--- config.mk ---
export PLATFORM = sky130hd
export DESIGN_NAME = transition_counter
export DESIGN_NICKNAME = d
export VERILOG_FILES = /design/src/rtl/transition_counter.sv
export SDC_FILE = /design/constraint.sdc
export NUM_CORES = 1
export LEC_CHECK = 0
export ABC_AREA = 1
export CAP_MARGIN = 20
export CORE_MARGIN = 1
export CORE_UTILIZATION = 30
export DETAILED_ROUTE_END_ITERATION = 10
export GPL_TIMING_DRIVEN = 0
export MAX_ROUTING_LAYER = met4
export PLACE_DENSITY_LB_ADDON = 0.3
export SLEW_MARGIN = 20
export SYNTH_ARGS = -nofsm -noshare
export SYNTH_HDL_FRONTEND = slang
export SYNTH_SLANG_ARGS = --single-unit
export TNS_END_PERCENT = 100
--- constraint.sdc ---
create_clock -name clk -period 1.87 [get_ports clk]
set_input_delay 0.374 -clock clk [delete_from_list [all_inputs] [get_ports clk]]
set_output_delay 0.374 -clock clk [all_outputs]
set_load 0.03 [all_outputs]
--- src/rtl/transition_counter.sv ---
`default_nettype none
// ============================================================================
// Module      : transition_counter
// Description : Counts transitions of a synchronous 1-bit input seen between
//               consecutive rising clock edges. The count wraps or saturates.
// Revision    : 1.0
// ============================================================================
module transition_counter #(
   parameter int WIDTH     = 64,
   parameter int EDGE_MODE = 0,
   parameter int SATURATE  = 0
) (
   input  logic             clk,
   input  logic             reset,
   input  logic             in,
   output logic [WIDTH-1:0] o
);

   logic [WIDTH-1:0] r_count;
   logic             r_prev;
   logic             w_rise;
   logic             w_fall;
   logic             w_hit;
   logic             w_at_max;
   logic [WIDTH-1:0] w_next;

   assign w_rise   = in & ~r_prev;
   assign w_fall   = ~in & r_prev;
   assign w_at_max = &r_count;

   generate
      if (EDGE_MODE == 1) begin : g_rise_only
         assign w_hit = w_rise;
      end else if (EDGE_MODE == 2) begin : g_fall_only
         assign w_hit = w_fall;
      end else begin : g_both_edges
         assign w_hit = w_rise | w_fall;
      end
   endgenerate

   // Saturating variant suppresses the increment at all-ones; wrap variant rolls over.
   generate
      if (SATURATE != 0) begin : g_saturate
         assign w_next = (w_hit && !w_at_max) ? r_count + 1'b1 : r_count;
      end else begin : g_wrap
         assign w_next = w_hit ? r_count + 1'b1 : r_count;
      end
   endgenerate

   always_ff @(posedge clk) begin
      if (reset) begin
         r_count <= '0;
         r_prev  <= in;
      end else begin
         r_count <= w_next;
         r_prev  <= in;
      end
   end

   assign o = r_count;

endmodule
`default_nettype wire

Word-level counts from Yosys, hierarchy flattened:

Cells that the tools add are included.

* bitwise logic cells: 5
* add/subtract/negate cells: 1

Operators with widths (number)
* 64-bit by 1-bit adder with 64-bit output, second input constant: 1
* 1-bit AND: 2
* 1-bit inverter: 2
* 1-bit OR: 1

* flip-flop bits (word level): 65
* input bits: 3
* output and inout port bits: 64

Longest topological paths before layout:

Gate-level depths: netlist of run 1.

* depth in word-level cells: 3
* depth in mapped cells: 12
* gate-level depth less buffers: 11

Worst setup path before layout of run 1:

No wires, ideal clock.

* path kind: register to register
* from: register r_count[1], in the netlist o[1]
* to: register r_count[48], in the netlist o[48]
* clock period less this slack: 1.786 ns
* path slack: 0.084 ns
* stages on the path, launching flop included: 11
* path buffers: 0
* required time: 1.741 ns
* data arrival time: 1.657 ns
* cells stage by stage: dfxtp_1 ha_1 inv_1 nor2_4 nand3_2 nor2_4 nand2_4 nor2_1 nand3_1 nand2_1 nor2_1

* cells in the longest elaborated chain, start to end: 1

RTL lines
* start: declaration: line 19 `logic [WIDTH-1:0] r_count;`
* start signal: assignment: line 55 `r_count <= w_next;`
* 64-bit by 1-bit adder with 64-bit output: line 46 `assign w_next = w_hit ? r_count + 1'b1 : r_count;`

No other way between the ends.
A chain may end at the register's enable or synchronous reset.

Final worst setup path of run 1:

* from: register r_count[36], in the netlist o[36]
* to: output port o[36]

RTL lines
* end: declaration: line 16 `output logic [WIDTH-1:0] o`

No word-level cell between the ends.

==> run_results.csv, run 1 <==
group,metric,value,unit
power_and_ir_drop,power_density,583,mW/mm²
setup_path,critPathKind,"register to output port",
clocking,cts.sinks,65,
placement,pre_cts_ws,-0.410,ns
synthesis,synthFlopType,"dfxtp_1",
detailed_routing,vias,4334,
die,core-area,0.0128,mm²
grt,grt_overflow,0,
die,initial_core_util,0.311,
sta,setup_ws,0.0227,ns
synthesis,synth_top_family_by_area,"simple AND/OR/NAND/NOR gates",
placement,hpwl,10.5,mm
synthesis,synthXorXnorAreaFrac,0.0110,
sta,tightest_slew,0.683,ns
setup_path,end_kind,"output port",
clocking,cts-root-buf,"clkbuf_16",
synthesis,syn_nets,668,
grt,grt_start_max_net_pins,11,
clocking,h-tree-depth,3,
setup_path,cp_max_fo,5,
grt,antenna_found_initial,0,
synthesis,synth_compound_area_frac,0.0680,
detailed_routing,drt_iter0_drc,390,
detailed_routing,post_drt_wl_per_cell,14.9,µm
layout,design_area,0.00528,mm²
synthesis,synthCells,664,
synthesis,netlist.area_leader.share,0.326,
sta,min_period_over_period,0.988,
sta,fmax,0.541,GHz
detailed_routing,drt-total-wl,13.7,mm
synthesis,syn-cell-area,0.00399,mm²
synthesis,ys_types,33,
sta,fin_worst_skew,0.00568,ns
layout,layout_commonest_cell,"nand2_1",
layout,utilization,0.412,
detailed_routing,viasPerCell,4.70,
synthesis,seq_area_frac_synth,0.326,
power_and_ir_drop,peakVddDrop,295,µV
detailed_routing,drc,0,
synthesis,synthAdderAreaFrac,0.00313,
setup_path,path_delay_family,"buffers and inverters",
placement,place.gp.congestion,0.915,
synthesis,synth.top_cells.by_area,"dfxtp_1 33%, nand2_1 19%, nor2_1 14%",
synthesis,yosys.area.top_type,"dfxtp_1",
synthesis,syn_avg_cell_area,6.01,µm²
clocking,cts_tree,"built",
layout,num_antenna_cells,0,
sta,slew_viol_final,0,
placement,placedInstanceArea,0.00487,mm²
outcome,status,"complete, no violations",
grt,grt_pass1_vias,4033,
sta,finalSetupViolCount,0,
setup_path,max_stage_delay,0.71,ns
setup_path,cp_slowest_cell,"clkdlybuf4s50_1",
clocking,clock_latency,0.34,ns
sta,hold_slack,0.481,ns
layout,nets,750,
clocking,cts_hold_buf,0,
detailed_routing,drt-pass1-iter-count,5,
synthesis,synthSimpleGateAreaFrac,0.512,
die,die_y,117,µm
sta,finalHoldViolations,0,
die,chipWidth,117,µm
sta,slew_headroom,0.545,
clocking,clockBufferDepth,2,
sta,fin_crit,1.85,ns
layout,final_cell_mix,"197 x nand2_1, 137 x nor2_1, 71 x inv_1, 63 x dfxtp_1, 35 x nand3_1",
setup_path,cp_cell_sequence,"clkdlybuf4s50_1",
placement,portBuffers,66,
setup_path,crit_arrival,1.47,ns
setup_path,timing.critical_path.buf_inv,1,
detailed_routing,ant_nets,0,
layout,drive_gt1_frac,0.107,
die,io-pin-count,67,
grt,grt_pass1_wl,21.5,mm
power_and_ir_drop,p_leak,2.16,nW
synthesis,yosys_warnings,0,
clocking,numCtsBuffers,9,
die,die_area,0.0138,mm²
die,num_rows,41,
grt,grt_usage,0.209,
synthesis,synthMuxAreaShare,0,
setup_path,cp_data_required_time,1.50,ns
clocking,clk_pin_slew,0.05,ns
synthesis,ys_ff_latch,65,
job,maxCapViolCount,0,
setup_path,startpoint_type,"register",
layout,area_growth_syn_to_layout,32.2,%
synthesis,synthArstFlopShare,0,
synthesis,synth_edf_count,0,
hold_path,hold_path_class,"register to register",
==> path summary, 6_finish.rpt <==
path / cells after the start / startpoint / to / slack, ns
worst max register to register: 7 / o[27]$_SDFFE_PP0P_ / o[53]$_SDFFE_PP0P_ / 0.11
worst min-delay path: 1 / o[0]$_SDFFE_PP0P_ / o[0]$_SDFFE_PP0P_ / 0.48
worst min register to register: 1 / o[0]$_SDFFE_PP0P_ / o[0]$_SDFFE_PP0P_ / 0.48
worst max-delay path: 1 / o[36]$_SDFFE_PP0P_ / o[36] / 0.02
==> cell families (layout without fill, tap and decap cells) <==
group	count (synthesis)	in the layout
AND/OR/NAND/NOR	459	459
buffers and inverters	83	169
flip-flops	65	65
AO/OA/AOI/OAI	51	51
XOR/XNOR	5	5
adder cells (fa/ha/maj)	1	1
==> synthesized netlist by cell type, types with 4 or more instances <==
| cell type | instances |
|---|---|
| nand2_1 | 199 |
| nor2_1 | 147 |
| inv_1 | 71 |
| dfxtp_1 | 65 |
| nand3_1 | 36 |
| a21oi_1 | 25 |
| nand4_1 | 19 |
| o21ai_0 | 16 |
| nor2_2 | 13 |
| nor2_4 | 12 |
| nand2_2 | 10 |
| nor3_1 | 10 |
| o21bai_1 | 5 |
| clkbuf_1 | 4 |
| xor2_1 | 4 |
==> cell type report <==
class	instances	area [µm²]
multi-input combinational	516	2450
buffer	9	46.3
inverter	74	278
tap	172	215
fill	1390	7540
timing repair buffer	71	727
sequential	65	1300
clock buffer	15	258
==> metal layers <==
metal / global-route usage / up-vias / wire length [µm]
li1: - / 2258 / -
met1: 0.271 / 1919 / 6500
met2: 0.328 / 131 / 6110
met3: 0.0345 / 26 / 778
met4: 0.0714 / 0 / 352
met5: - / - / 0
==> flip-flops by register name (all words and copies together), names as in the netlist <==
| register | count |
|---|---|
| o | 64 |
| r_prev | 1 |
==> where the power goes <==
| group | leakage (nW) | switching [mW] | total, mW | internal [mW] |
|---|---|---|---|---|
| registers | 0.525 | 0.00768 | 1.40 | 1.39 |
| clock network | 0.124 | 0.617 | 1.55 | 0.929 |
| logic | 1.51 | 0.0957 | 0.131 | 0.0355 |
==> what timing repair did <==
action,CTS,global route
setup endpoints to repair,16,59
setup buffers,1,3
resized for setup,14,44
gates cloned,0,1
pin swaps,1,5
==> through the flow <==
step	instances	TNS, ns	total power, mW
floorplan	664	0	1.50
global placement	902	-10.19	1.55
detailed placement	902	-11.16	1.55
CTS	918	0	3.09
global route	922	-0.0771	3.17
finish	922	0	3.08
Note: power is estimated with default switching activity, not from simulation.
==> run 2, diff against run 1 <==
- CAP_MARGIN: 20 -> not set
==> results of run 2 <==
No change in the layout: final DEF, timing and power equal those of run 1.
==> run 3, diff against run 2 <==
- CORE_UTILIZATION: 30 -> 31
- CTS_CLUSTER_DIAMETER: not set -> 150
==> run_results.csv, run 3 (synthesis results as in run 1) <==
group,metric,value,unit
grt,grt_start_max_net_pins,11,
power_and_ir_drop,swShare,0.228,
placement,place_inst,902,
clocking,cts-root-buf,"clkbuf_16",
power_and_ir_drop,peakVddDrop,268,µV
grt,grt_overflow,0,
layout,drive_gt1_frac,0.107,
sta,slew_viol_final,0,
layout,layout_commonest_cell,"nand2_1",
clocking,numCtsBuffers,9,
setup_path,cp_max_fo,4,
die,core-area,0.0126,mm²
sta,finalSetupViolCount,0,
detailed_routing,ant_nets,0,
detailed_routing,drt_iter0_drc,315,
layout,multi_input_area,0.00242,mm²
detailed_routing,drt-total-wl,13.1,mm
power_and_ir_drop,intPower,2.48,mW
clocking,clock_latency,0.33,ns
grt,grt_usage,0.217,
placement,place.gp.congestion,0.919,
grt,antenna_found_initial,0,
setup_path,max_stage_delay,0.71,ns
detailed_routing,drc,0,
power_and_ir_drop,p_seq_frac,0.437,
layout,area_growth_syn_to_layout,32.4,%
grt,grt_pass1_vias,3980,
clocking,clockBufferDepth,2,
die,io-pin-count,67,
setup_path,cp_slowest_cell,"clkdlybuf4s50_1",
sta,rsz0062_at_grt,"no",
die,chipWidth,116,µm
power_and_ir_drop,p_clk_frac,0.523,
layout,largest_reg_flops,64,
layout,num_antenna_cells,0,
grt,grt_pass1_wl,21.0,mm
layout,final_cell_mix,"197 x nand2_1, 141 x nor2_1, 71 x inv_1, 62 x dfxtp_1, 36 x nand3_1",
clocking,cts_tree,"built",
detailed_routing,post_drt_wl_per_cell,14.3,µm
sta,fmax,0.541,GHz
outcome,status,"complete, no violations",
clocking,h-tree-depth,3,
setup_path,cp_cell_sequence,"clkdlybuf4s50_1",
setup_path,end_kind,"output port",
detailed_routing,drt-pass1-iter-count,5,
sta,slew_headroom,0.568,
sta,final.setup.tns,0,ns
layout,utilization,0.421,
setup_path,startpoint_type,"register",
die,die_area,0.0133,mm²
die,initial_core_util,0.318,
power_and_ir_drop,power_density,607,mW/mm²
clocking,clk_pin_slew,0.06,ns
sta,tightest_slew,0.649,ns
setup_path,timing.critical_path.buf_inv,1,
sta,finalHoldViolations,0,
layout,final-seq-area,0.00131,mm²
clocking,cts_hold_buf,0,
layout,nFillCells,1346,
hold_path,hold_path_class,"register to register",
placement,hpwl,10.2,mm
layout,fin_cells,921,
layout,nets,750,
setup_path,critPathKind,"register to output port",
placement,portBuffers,66,
die,num_rows,41,
power_and_ir_drop,power.switching,731,µW
sta,fin_worst_skew,0.0107,ns
sta,hold_slack,0.487,ns
setup_path,path_delay_family,"buffers and inverters",
setup_path,cp_data_required_time,1.50,ns
power_and_ir_drop,p_comb_frac,0.040,
sta,min_period_over_period,0.988,
detailed_routing,viasPerCell,4.71,
sta,fin_crit,1.85,ns
setup_path,crit_arrival,1.47,ns
clocking,cts.sinks,65,
die,die_y,116,µm
job,maxCapViolCount,0,
detailed_routing,vias,4337,
power_and_ir_drop,p_leak,2.19,nW
[run 3: changes by cell type in the layout (fill, tap and decap cells not counted), sizes merged]
cell / before / now
dlygate4sd2: 13 / 11
dlymetal6s2s: 19 / 20
clkdlybuf4s50: 34 / 35
bufinv: 0 / 1
clkbuf: 19 / 14
clkinv: 1 / 4
[run 3: power groups by stage]
stage	clock network [mW]	logic, mW	registers [mW]
final	1.68	0.129	1.40
after global routing	1.77	0.143	1.40
after CTS	1.70	0.121	1.40
after detailed placement	0	0.120	1.43
after global placement	0	0.121	1.43
after floorplan	0	0.0618	1.44
[run 3: layout make-up]
class                           instances  area share
Timing Repair Buffer                   71       0.139
Buffer                                  9     0.00970
Tap cell                              172      0.0407
Sequential cell                        65       0.247
Clock buffer                           10      0.0452
Inverter                               74      0.0525
Clock inverter                          4     0.00852
Multi-Input combinational cell        516       0.458
[run 3: final timing paths]
path                                         start            endpoint  slack, ns  cells after the start
worst max-delay path            o[40]$_SDFFE_PP0P_               o[40]       0.02                      1
worst min-delay path             o[0]$_SDFFE_PP0P_   o[0]$_SDFFE_PP0P_       0.49                      1
worst max register to register   o[0]$_SDFFE_PP0P_  o[30]$_SDFFE_PP0P_       0.14                      8
worst min register to register   o[0]$_SDFFE_PP0P_   o[0]$_SDFFE_PP0P_       0.49                      1
[run 3: repair_timing]
action,in CTS,in global routing
buffers inserted,2,3
resized for setup,11,43
pin swaps,1,3
setup endpoints to repair,13,61
[run 3: per-stage QoR]
| stage | instance area (µm²) | total power [mW] | setup slack, ns |
|---|---|---|---|
| 6_report | 5290 | 3.21 | 0.0228 |
| 2_1_floorplan | 3990 | 1.50 | 0.0844 |
| 3_3_place_gp | 4870 | 1.55 | -0.394 |
| 3_5_place_dp | 4870 | 1.55 | -0.406 |
| 4_1_cts | 5150 | 3.22 | 0.000465 |
| 5_1_grt | 5290 | 3.31 | 0.000693 |
[run 3: layer usage]
metal / track usage / up-vias / part of all wire
li1: - / 2258 / -
met1: 0.284 / 1919 / 0.48
met2: 0.329 / 130 / 0.43
met3: 0.0397 / 30 / 0.056
met4: 0.0874 / 0 / 0.037
met5: - / - / 0
